--- src/rtl/uart_io_ctrl_pkg.sv ---
// Shared constants, status bit layout and TX scheduler states for uart_io_ctrl.
// Build option UART_IO_CTRL_TXFIFO_EN selects the circular TX FIFO over the single holding register.
package uart_io_ctrl_pkg;

  localparam logic [15:0] DEF_DATA_ADDR = 16'h1000;
  localparam logic [15:0] DEF_STAT_ADDR = 16'h2000;

  localparam int ST_TX_READY = 0;
  localparam int ST_RX_FULL  = 1;
  localparam int ST_TX_OVF   = 2;
  localparam int ST_RX_OVR   = 3;
  localparam int ST_TX_IDLE  = 4;

  typedef enum logic [1:0] {
    IDLE  = 2'd0,
    ISSUE = 2'd1,
    GUARD = 2'd2
  } tx_state_e;

  function automatic logic [15:0] pack_status(input logic tx_ready, input logic rx_full,
                                              input logic tx_ovf, input logic rx_ovr,
                                              input logic tx_idle);
    logic [15:0] s;
    s = 16'h0000;
    s[ST_TX_READY] = tx_ready;
    s[ST_RX_FULL]  = rx_full;
    s[ST_TX_OVF]   = tx_ovf;
    s[ST_RX_OVR]   = rx_ovr;
    s[ST_TX_IDLE]  = tx_idle;
    return s;
  endfunction

endpackage

--- src/rtl/uart_io_txfifo.sv ---
// TX byte buffer: circular FIFO of 2^DEPTH_LOG2 entries with UART_IO_CTRL_TXFIFO_EN,
// otherwise a single holding register. A push into a full buffer is accepted only when a pop frees a slot.
module uart_io_txfifo #(
  parameter int DEPTH_LOG2 = 3
) (
  input  logic       clk,
  input  logic       resetq,
  input  logic       push,
  input  logic       pop,
  input  logic [7:0] din,
  output logic       full,
  output logic       empty,
  output logic [7:0] head
);

  logic push_ok_s;
  logic pop_ok_s;

`ifdef UART_IO_CTRL_TXFIFO_EN
  localparam int DEPTH = 1 << DEPTH_LOG2;

  logic [7:0]            mem_r [DEPTH];
  logic [DEPTH_LOG2-1:0] wr_ptr_r;
  logic [DEPTH_LOG2-1:0] rd_ptr_r;
  logic [DEPTH_LOG2:0]   count_r;

  assign full      = (count_r == (DEPTH_LOG2+1)'(DEPTH));
  assign empty     = (count_r == (DEPTH_LOG2+1)'(0));
  assign head      = mem_r[rd_ptr_r];
  assign push_ok_s = push && (!full || pop);
  assign pop_ok_s  = pop && !empty;

  // Storage array; written only on an accepted push.
  always_ff @(posedge clk) begin
    if (push_ok_s) begin
      mem_r[wr_ptr_r] <= din;
    end
  end

  // Pointers wrap naturally at the power-of-two depth.
  always_ff @(posedge clk or negedge resetq) begin
    if (!resetq) begin
      wr_ptr_r <= '0;
      rd_ptr_r <= '0;
      count_r  <= '0;
    end else begin
      if (push_ok_s) wr_ptr_r <= wr_ptr_r + DEPTH_LOG2'(1);
      if (pop_ok_s)  rd_ptr_r <= rd_ptr_r + DEPTH_LOG2'(1);
      case ({push_ok_s, pop_ok_s})
        2'b10:   count_r <= count_r + (DEPTH_LOG2+1)'(1);
        2'b01:   count_r <= count_r - (DEPTH_LOG2+1)'(1);
        default: count_r <= count_r;
      endcase
    end
  end
`else
  localparam int unused_depth_log2 = DEPTH_LOG2;

  logic [7:0] data_r;
  logic       valid_r;

  assign full      = valid_r;
  assign empty     = !valid_r;
  assign head      = data_r;
  assign push_ok_s = push && (!valid_r || pop);
  assign pop_ok_s  = pop && valid_r;

  // Single holding register; a same-cycle pop and push keeps it occupied.
  always_ff @(posedge clk or negedge resetq) begin
    if (!resetq) begin
      data_r  <= 8'h00;
      valid_r <= 1'b0;
    end else begin
      if (push_ok_s) data_r <= din;
      case ({push_ok_s, pop_ok_s})
        2'b10, 2'b11: valid_r <= 1'b1;
        2'b01:        valid_r <= 1'b0;
        default:      valid_r <= valid_r;
      endcase
    end
  end
`endif

endmodule

--- src/rtl/uart_io_ctrl.sv ---
// j1 I/O bus to buart bridge: data/status registers, buffered TX with IDLE/ISSUE/GUARD scheduler, RX capture.
// UART_IO_CTRL_TXFIFO_EN enables a 2^TXDEPTH_LOG2-entry TX FIFO instead of one holding register.
module uart_io_ctrl
  import uart_io_ctrl_pkg::*;
#(
  parameter int          TXDEPTH_LOG2 = 3,
  parameter logic [15:0] DATA_ADDR    = DEF_DATA_ADDR,
  parameter logic [15:0] STAT_ADDR    = DEF_STAT_ADDR
) (
  input  logic        clk,
  input  logic        resetq,
  input  logic        io_rd,
  input  logic        io_wr,
  input  logic [15:0] io_addr,
  input  logic [15:0] io_wdata,
  output logic [15:0] io_rdata,
  output logic        uart_wr,
  output logic [7:0]  uart_tx_data,
  output logic        uart_rd,
  input  logic        uart_busy,
  input  logic        uart_valid,
  input  logic [7:0]  uart_rx_data
);

  localparam logic [1:0] S_IDLE  = IDLE;
  localparam logic [1:0] S_ISSUE = ISSUE;
  localparam logic [1:0] S_GUARD = GUARD;

  logic        wr_data_s, wr_stat_s, rd_data_s, rd_stat_s;
  logic        full_s, empty_s, pop_s, capture_s;
  logic [7:0]  head_s;
  logic [1:0]  state_r, state_nxt_s;
  logic        tx_ovf_r, rx_ovr_r, rx_full_r;
  logic [7:0]  rx_byte_r;
  logic [15:0] status_s;
  logic        unused_s;

  assign wr_data_s = io_wr && (io_addr == DATA_ADDR);
  assign wr_stat_s = io_wr && (io_addr == STAT_ADDR);
  assign rd_data_s = io_rd && (io_addr == DATA_ADDR);
  assign rd_stat_s = io_rd && (io_addr == STAT_ADDR);
  assign capture_s = uart_valid && !uart_rd;
  assign unused_s  = ^io_wdata[15:8];

  assign status_s = pack_status(!full_s, rx_full_r, tx_ovf_r, rx_ovr_r,
                                empty_s && (state_r == S_IDLE) && !uart_busy);

  uart_io_txfifo #(.DEPTH_LOG2(TXDEPTH_LOG2)) u_txfifo (
    .clk   (clk),
    .resetq(resetq),
    .push  (wr_data_s),
    .pop   (pop_s),
    .din   (io_wdata[7:0]),
    .full  (full_s),
    .empty (empty_s),
    .head  (head_s)
  );

  // Scheduler next state; GUARD ignores uart_busy to cover buart's busy-rise latency.
  always_comb begin
    state_nxt_s = state_r;
    pop_s       = 1'b0;
    case (state_r)
      S_IDLE: begin
        if (!empty_s && !uart_busy) begin
          pop_s       = 1'b1;
          state_nxt_s = S_ISSUE;
        end else begin
          state_nxt_s = S_IDLE;
        end
      end
      S_ISSUE: state_nxt_s = S_GUARD;
      S_GUARD: state_nxt_s = S_IDLE;
      default: state_nxt_s = S_IDLE;
    endcase
  end

  // TX state, strobe and byte; uart_wr is high exactly while the FSM sits in ISSUE.
  always_ff @(posedge clk or negedge resetq) begin
    if (!resetq) begin
      state_r      <= S_IDLE;
      uart_wr      <= 1'b0;
      uart_tx_data <= 8'h00;
      tx_ovf_r     <= 1'b0;
    end else begin
      state_r <= state_nxt_s;
      uart_wr <= pop_s;
      if (pop_s) uart_tx_data <= head_s;
      if (wr_data_s && full_s && !pop_s) begin
        tx_ovf_r <= 1'b1;
      end else if (wr_stat_s && io_wdata[ST_TX_OVF]) begin
        tx_ovf_r <= 1'b0;
      end
    end
  end

  // RX capture; a CPU data read in the capture cycle consumes the old byte, so no overrun.
  always_ff @(posedge clk or negedge resetq) begin
    if (!resetq) begin
      uart_rd   <= 1'b0;
      rx_byte_r <= 8'h00;
      rx_full_r <= 1'b0;
      rx_ovr_r  <= 1'b0;
    end else begin
      uart_rd <= capture_s;
      if (capture_s) rx_byte_r <= uart_rx_data;
      if (capture_s) begin
        rx_full_r <= 1'b1;
      end else if (rd_data_s) begin
        rx_full_r <= 1'b0;
      end
      if (capture_s && rx_full_r && !rd_data_s) begin
        rx_ovr_r <= 1'b1;
      end else if (wr_stat_s && io_wdata[ST_RX_OVR]) begin
        rx_ovr_r <= 1'b0;
      end
    end
  end

  // Read data register holds its value until the next io_rd.
  always_ff @(posedge clk or negedge resetq) begin
    if (!resetq) begin
      io_rdata <= 16'h0000;
    end else if (rd_data_s) begin
      io_rdata <= {8'h00, rx_byte_r};
    end else if (rd_stat_s) begin
      io_rdata <= status_s;
    end else if (io_rd) begin
      io_rdata <= 16'h0000;
    end
  end

endmodule

--- config.mk ---
export PLATFORM = sky130hd
export DESIGN_NAME = uart_io_ctrl
export DESIGN_NICKNAME = d
export VERILOG_FILES = /design/src/rtl/uart_io_ctrl_pkg.sv /design/src/rtl/uart_io_txfifo.sv /design/src/rtl/uart_io_ctrl.sv
export SDC_FILE = /design/constraint.sdc
export NUM_CORES = 1
export LEC_CHECK = 0
export CAP_MARGIN = 40
export CORE_AREA = 2 2 67 69
export DETAILED_ROUTE_END_ITERATION = 7
export DIE_AREA = 0 0 69 71
export PLACE_DENSITY = 0.82
export SYNTH_ARGS = -nofsm -noshare
export SYNTH_HDL_FRONTEND = slang
export SYNTH_SLANG_ARGS = --single-unit
export TNS_END_PERCENT = 5
--- constraint.sdc ---
create_clock -name clk -period 2.25 [get_ports clk]
set_input_delay 0.3375 -clock clk [delete_from_list [all_inputs] [get_ports clk]]
set_output_delay 0.3375 -clock clk [all_outputs]
set_load 0.01 [all_outputs]
Yosys cells after proc, flatten, opt, wreduce, memory -nomap -nowiden
Index checks and enable logic that the tools add are counted.
{"block": "classes", "add_sub_neg": 0, "multipliers": 0, "div": 0, "magnitude_cmp": 0, "eq_ne": 6, "shifts": 0, "muxes": 14, "bitwise_logic": 0, "reduce_logical": 29}
{"cell": "two-way mux 16 bit", "n": 3}
{"cell": "== test 16 x 13 -> 1 bit (second input constant)", "n": 1}
{"cell": "== test 16 x 14 -> 1 bit (second input constant)", "n": 1}
{"cell": "logical AND 1 bit", "n": 16}
{"cell": "two-way mux 1 bit", "n": 9}
{"cell": "nonzero test 2 bit", "n": 4}
{"cell": "logical NOT 1 bit", "n": 5}
{"cell": "== test 2 x 1 -> 1 bit (second input constant)", "n": 2}
{"cell": "== test 2 bit (second input constant)", "n": 2}
{"cell": "one-hot mux 2 bit (2 select lines)", "n": 1}
{"cell": "nonzero test 3 bit", "n": 1}
{"cell": "logical NOT 2 bit", "n": 1}
{"cell": "one-hot mux 1 bit (2 select lines)", "n": 1}
{"cell": "OR reduction 2 bit", "n": 1}
{"cell": "logical OR 1 bit", "n": 1}
{"block": "word_totals", "regBits": 48, "latchBits": 0, "ram_bits": 0, "mem_bits_ro": 0, "in_bits": 46, "out_inout_bits": 26, "elab_cells": 60, "n_memories": 0}

Logic depth before layout (Yosys ltp)
{"block": "logic_depth", "depth_word": 9, "depth_mapped": 4, "ltp_nobuf": 4}

Cells and area by module
From an unflattened synthesis, not the netlist that was laid out.
{"block": "hier_totals", "hier_cells": 144, "hier_area_um2": 1752.9}
{"module": "uart_io_ctrl", "n_inst": 1, "cells_per_inst": 123, "area_each_um2": 1371.3, "seq_area_each_um2": 775.7}
{"module": "uart_io_txfifo", "n_inst": 1, "cells_per_inst": 21, "area_each_um2": 381.6, "seq_area_each_um2": 225.2}

Worst setup path before layout
No wires, ideal clock.
{"block": "synth_path", "kind": "input-to-reg", "startpoint": "input io_addr[7]", "endpoint": "register u_txfifo.data_r[0] (netlist: u_txfifo.head[0])", "setup_ns": 0.125, "t_arrival_ns": 1.699, "required_ns": 2.125, "path_slack_ns": 0.426, "cell_stages": 4, "path_buffers": 0, "path_cell_list": "nor4_2 > nand2_2 > nor4b_4 > mux2_4"}
{"block": "synth_between", "elab_chain_len": 3}
{"element": "from (decl)", "line_no": "uart_io_ctrl.sv:14", "source": "input logic [15:0] io_addr,"}
{"element": "== test 16 x 13 -> 1 bit", "line_no": "uart_io_ctrl.sv:38", "source": "assign wr_data_s = io_wr && (io_addr == DATA_ADDR);"}
{"element": "logical AND 1 bit", "line_no": "uart_io_ctrl.sv:38"}
{"element": "logical AND 1 bit", "line_no": "uart_io_txfifo.sv:65", "source": "assign push_ok_s = push && (!valid_r || pop);"}
{"element": "to (signal assigned)", "line_no": "uart_io_txfifo.sv:74", "source": "if (push_ok_s) data_r <= din;"}
{"element": "to (decl)", "line_no": "uart_io_txfifo.sv:59", "source": "logic [7:0] data_r;"}
No other way between the ends.
A chain may end at the register's enable or synchronous reset.

Worst setup path after layout
{"block": "layout_path", "startpoint": "input io_addr[0]", "endpoint": "register u_txfifo.data_r[7] (netlist: u_txfifo.head[7])"}
Same word-level chain as after synthesis.

==> summary.md <==
| Metric | Value |
|---|---|
| Port buffer count | 55 |
| Fin crit share | 0.812 |
| Via count | 1177 |
| Area leader, netlist | dfrtp_1 |
| Crit path launch type | input port |
| Worst endpoint required time | 2.43 ns |
| Num rows | 24 |
| Max Fclk | 547 MHz |
| Placed cell area | 2340 um2 |
| Area grow syn2layout | 42.5% |
| Layout cells sized above 1 | 0.263 |
| P_leak | 1.06 nW |
| Post-synth top area share | 0.573 |
| Final setup viols | 0 |
| # IOs | 72 |
| First-pass DRT Iterations | 4 |
| Internal power | 1.03 mW |
| Post-CTS setup buffer count | 0 |
| Initial antenna violation count | 0 |
| Clock latency on the worst-skew pair | 0.29 ns |
| Pin count of the biggest net entering global routing | 40 |
| Worst Tran Pin Value | 0.831 ns |
| Switching Share | 0.237 |
| H-tree Lvls | 2 |
| Antenna Nets Post-Route | 0 |
| Yosys reg bits | 39 |
| CP Data Arrival Time | 2.01 ns |
| Drt wl/cell | 15.0 um |
| Number of max-cap violations | 0 |
| Core footprint | 4200 um2 |
| Initial DRC Count | 59 |
| Worst Hold Class | in -> async |
| Setup_tns | 0 ns |
| Root Buffer | clkbuf_8 |
| Avg Cell Area, Syn | 14.3 um2 |
| Hold_buf cts | 0 |
| Die height | 71 um |
| Gr ovfl total | 0 |
| Placer Congestion | 0.784 |
| Clock sink count | 39 |
| Post_cts resized | 0 |
| Total Routing Usage GR | 0.157 |
| Starting Density | 0.405 |
| Sequential area share after synthesis | 0.573 |
| Final std cells w/o fill | 238 |
| Post-Route WL | 3560 um |
| Slew margin rel. | 0.446 |
| Nets | 231 |
| CTS tree | yes |
| Tmin final | 1.83 ns |
| Crit end category | flip-flop |
| Synthesis Warnings | 0 |
| Global-route wire length before repair | 6070 um |
| PwrDens | 557 nW/um2 |
| Worst hold margin | 0.134 ns |
| Critical path class | in -> reg |
| Final Cell Area | 2430 um2 |
| Top post-synthesis cells by area | dfrtp_1 57%, mux2_2 11%, mux2_4 7.1%, buf_4 3.5%, o2bb2ai_1 2.6% |
| ANT cells | 0 |
| Reg clk slew, reported paths | 0.08 ns |
| # placed instances | 230 |
| CTS buffer count | 5 |
| Final HPWL DP | 2810 um |
| Cell count after synthesis | 119 |
| Worst vdd ir | 0.000347 V |
| Max FO, Critical Path | 8 |
| Clock power share | 0.342 |
| Reg power frac | 0.545 |
| Die area | 4900 um2 |
| Clk_skew | 0.00717 ns |
| Vias per cell | 4.95 |
| Number of global-route vias before repair | 1270 |
| CTS max path bufs | 2 |
| Most frequent cells in the layout | 54 x clkdlybuf4s50_1, 39 x dfrtp_1, 16 x mux2_2 |
| RSZ-0062 raised after global routing | no |
| Final hold vios | 0 |
| Synthesized area | 1700 um2 |
| Pins over their slew limit | 0 |
| Most common cell after layout, fill and taps aside | clkdlybuf4s50_1 |
| Switch Pwr | 0.321 mW |
| Combinational group share of total power | 0.113 |
| Die W | 69 um |
| Status | finished, final reports clean |
| Final Util | 0.577 |
| Post-route DRC | 0 |
| Synth cell types | 33 |
==> sequential cells by signal, summed over array words and instances (netlist names) <==
signal / flops
io_rdata: 8
rx_byte_r: 8
rx_full_r: 1
rx_ovr_r: 1
state_r: 1
tx_ovf_r: 1
u_txfifo.full: 1
u_txfifo.head: 8
uart_rd: 1
uart_tx_data: 8
uart_wr: 1
==> power by group through the flow <==
stage | Combinational, mW | Sequential [mW] | Clock, mW
floorplan | 0.0616 | 0.746 | 0
global placement | 0.148 | 0.749 | 0
detailed placement | 0.154 | 0.750 | 0
CTS | 0.155 | 0.736 | 0.474
global route | 0.167 | 0.739 | 0.514
finish | 0.153 | 0.737 | 0.462
==> layout make-up <==
cell class	count	area [um2]
Timing Repair Buffer	62	611
Clock buffer	5	68.8
Fill cell	340	1780
Multi-Input combinational cell	75	678
Clock inverter	3	20.0
Sequential cell	39	976
Tap cell	52	65.1
Inverter	2	7.51
==> worst max-delay path, cell delays in order <==
cell and delay [ns]:
clkdlybuf4s50_1 0.44, nor4_4 0.31, nand2_2 0.10, nor4b_4 0.33
buf_12 0.18, mux2_4 0.30
==> final timing paths <==
check,startpoint,slack (ns),cells past startpoint,end
max reg2reg,state_r[1],0.53,5,u_txfifo.head[7]
min in group clk,state_r[1],0.44,1,state_r[1]
min reg2reg,state_r[1],0.44,1,state_r[1]
min,resetq,0.13,1,rx_byte_r[7]
max in group asynchronous,resetq,1.59,1,io_rdata[0]
max,io_addr[0],0.42,6,u_txfifo.head[7]
==> layer usage <==
layer  part of all wire  global-route usage  routed length [um]
met4              0.023              0.0523                  82
met2               0.50               0.260                1770
met1               0.39               0.180                1390
met5                  0                   0                   0
met3              0.088              0.0769                 314
==> Yosys cell counts <==
master	n
buf_1	1
nand2b_1	1
nor3_1	2
a21o_1	1
a22o_1	3
o2bb2ai_1	5
nor4_4	2
o21ai_0	2
nand3_1	1
mux2_2	16
o31ai_1	1
nand2_2	2
o21bai_1	1
nor4b_4	1
and2_1	1
and4_2	2
nor4_2	1
nor2_1	1
nor2b_2	1
buf_4	8
nor3b_1	1
nor2b_1	3
nor4b_1	1
inv_1	1
conb_1	1
mux2_4	8
clkbuf_1	1
nand2_1	3
a21oi_1	1
nand4_1	2
clkinv_1	1
dfrtp_1	39
a22oi_1	4
==> metrics by stage <==
| step | worst slack [ns] | total power, mW |
|---|---|---|
| 3_5_place_dp | 0.109 | 0.905 |
| 6_report | 0.422 | 1.35 |
| 4_1_cts | 0.415 | 1.37 |
| 5_1_grt | 0.344 | 1.42 |
| 3_3_place_gp | 0.132 | 0.897 |
| 2_1_floorplan | 0.426 | 0.807 |
==> cell families after synthesis <==
family | count (synthesis) | share of synthesized area
muxes | 24 | 0.176
other | 1 | 0.00220
AOI/OAI and AO/OA | 18 | 0.0808
DFF | 39 | 0.573
buffers and inverters | 12 | 0.0441
and+or+nand+nor | 25 | 0.123
Power figures use the tool's default switching activity.
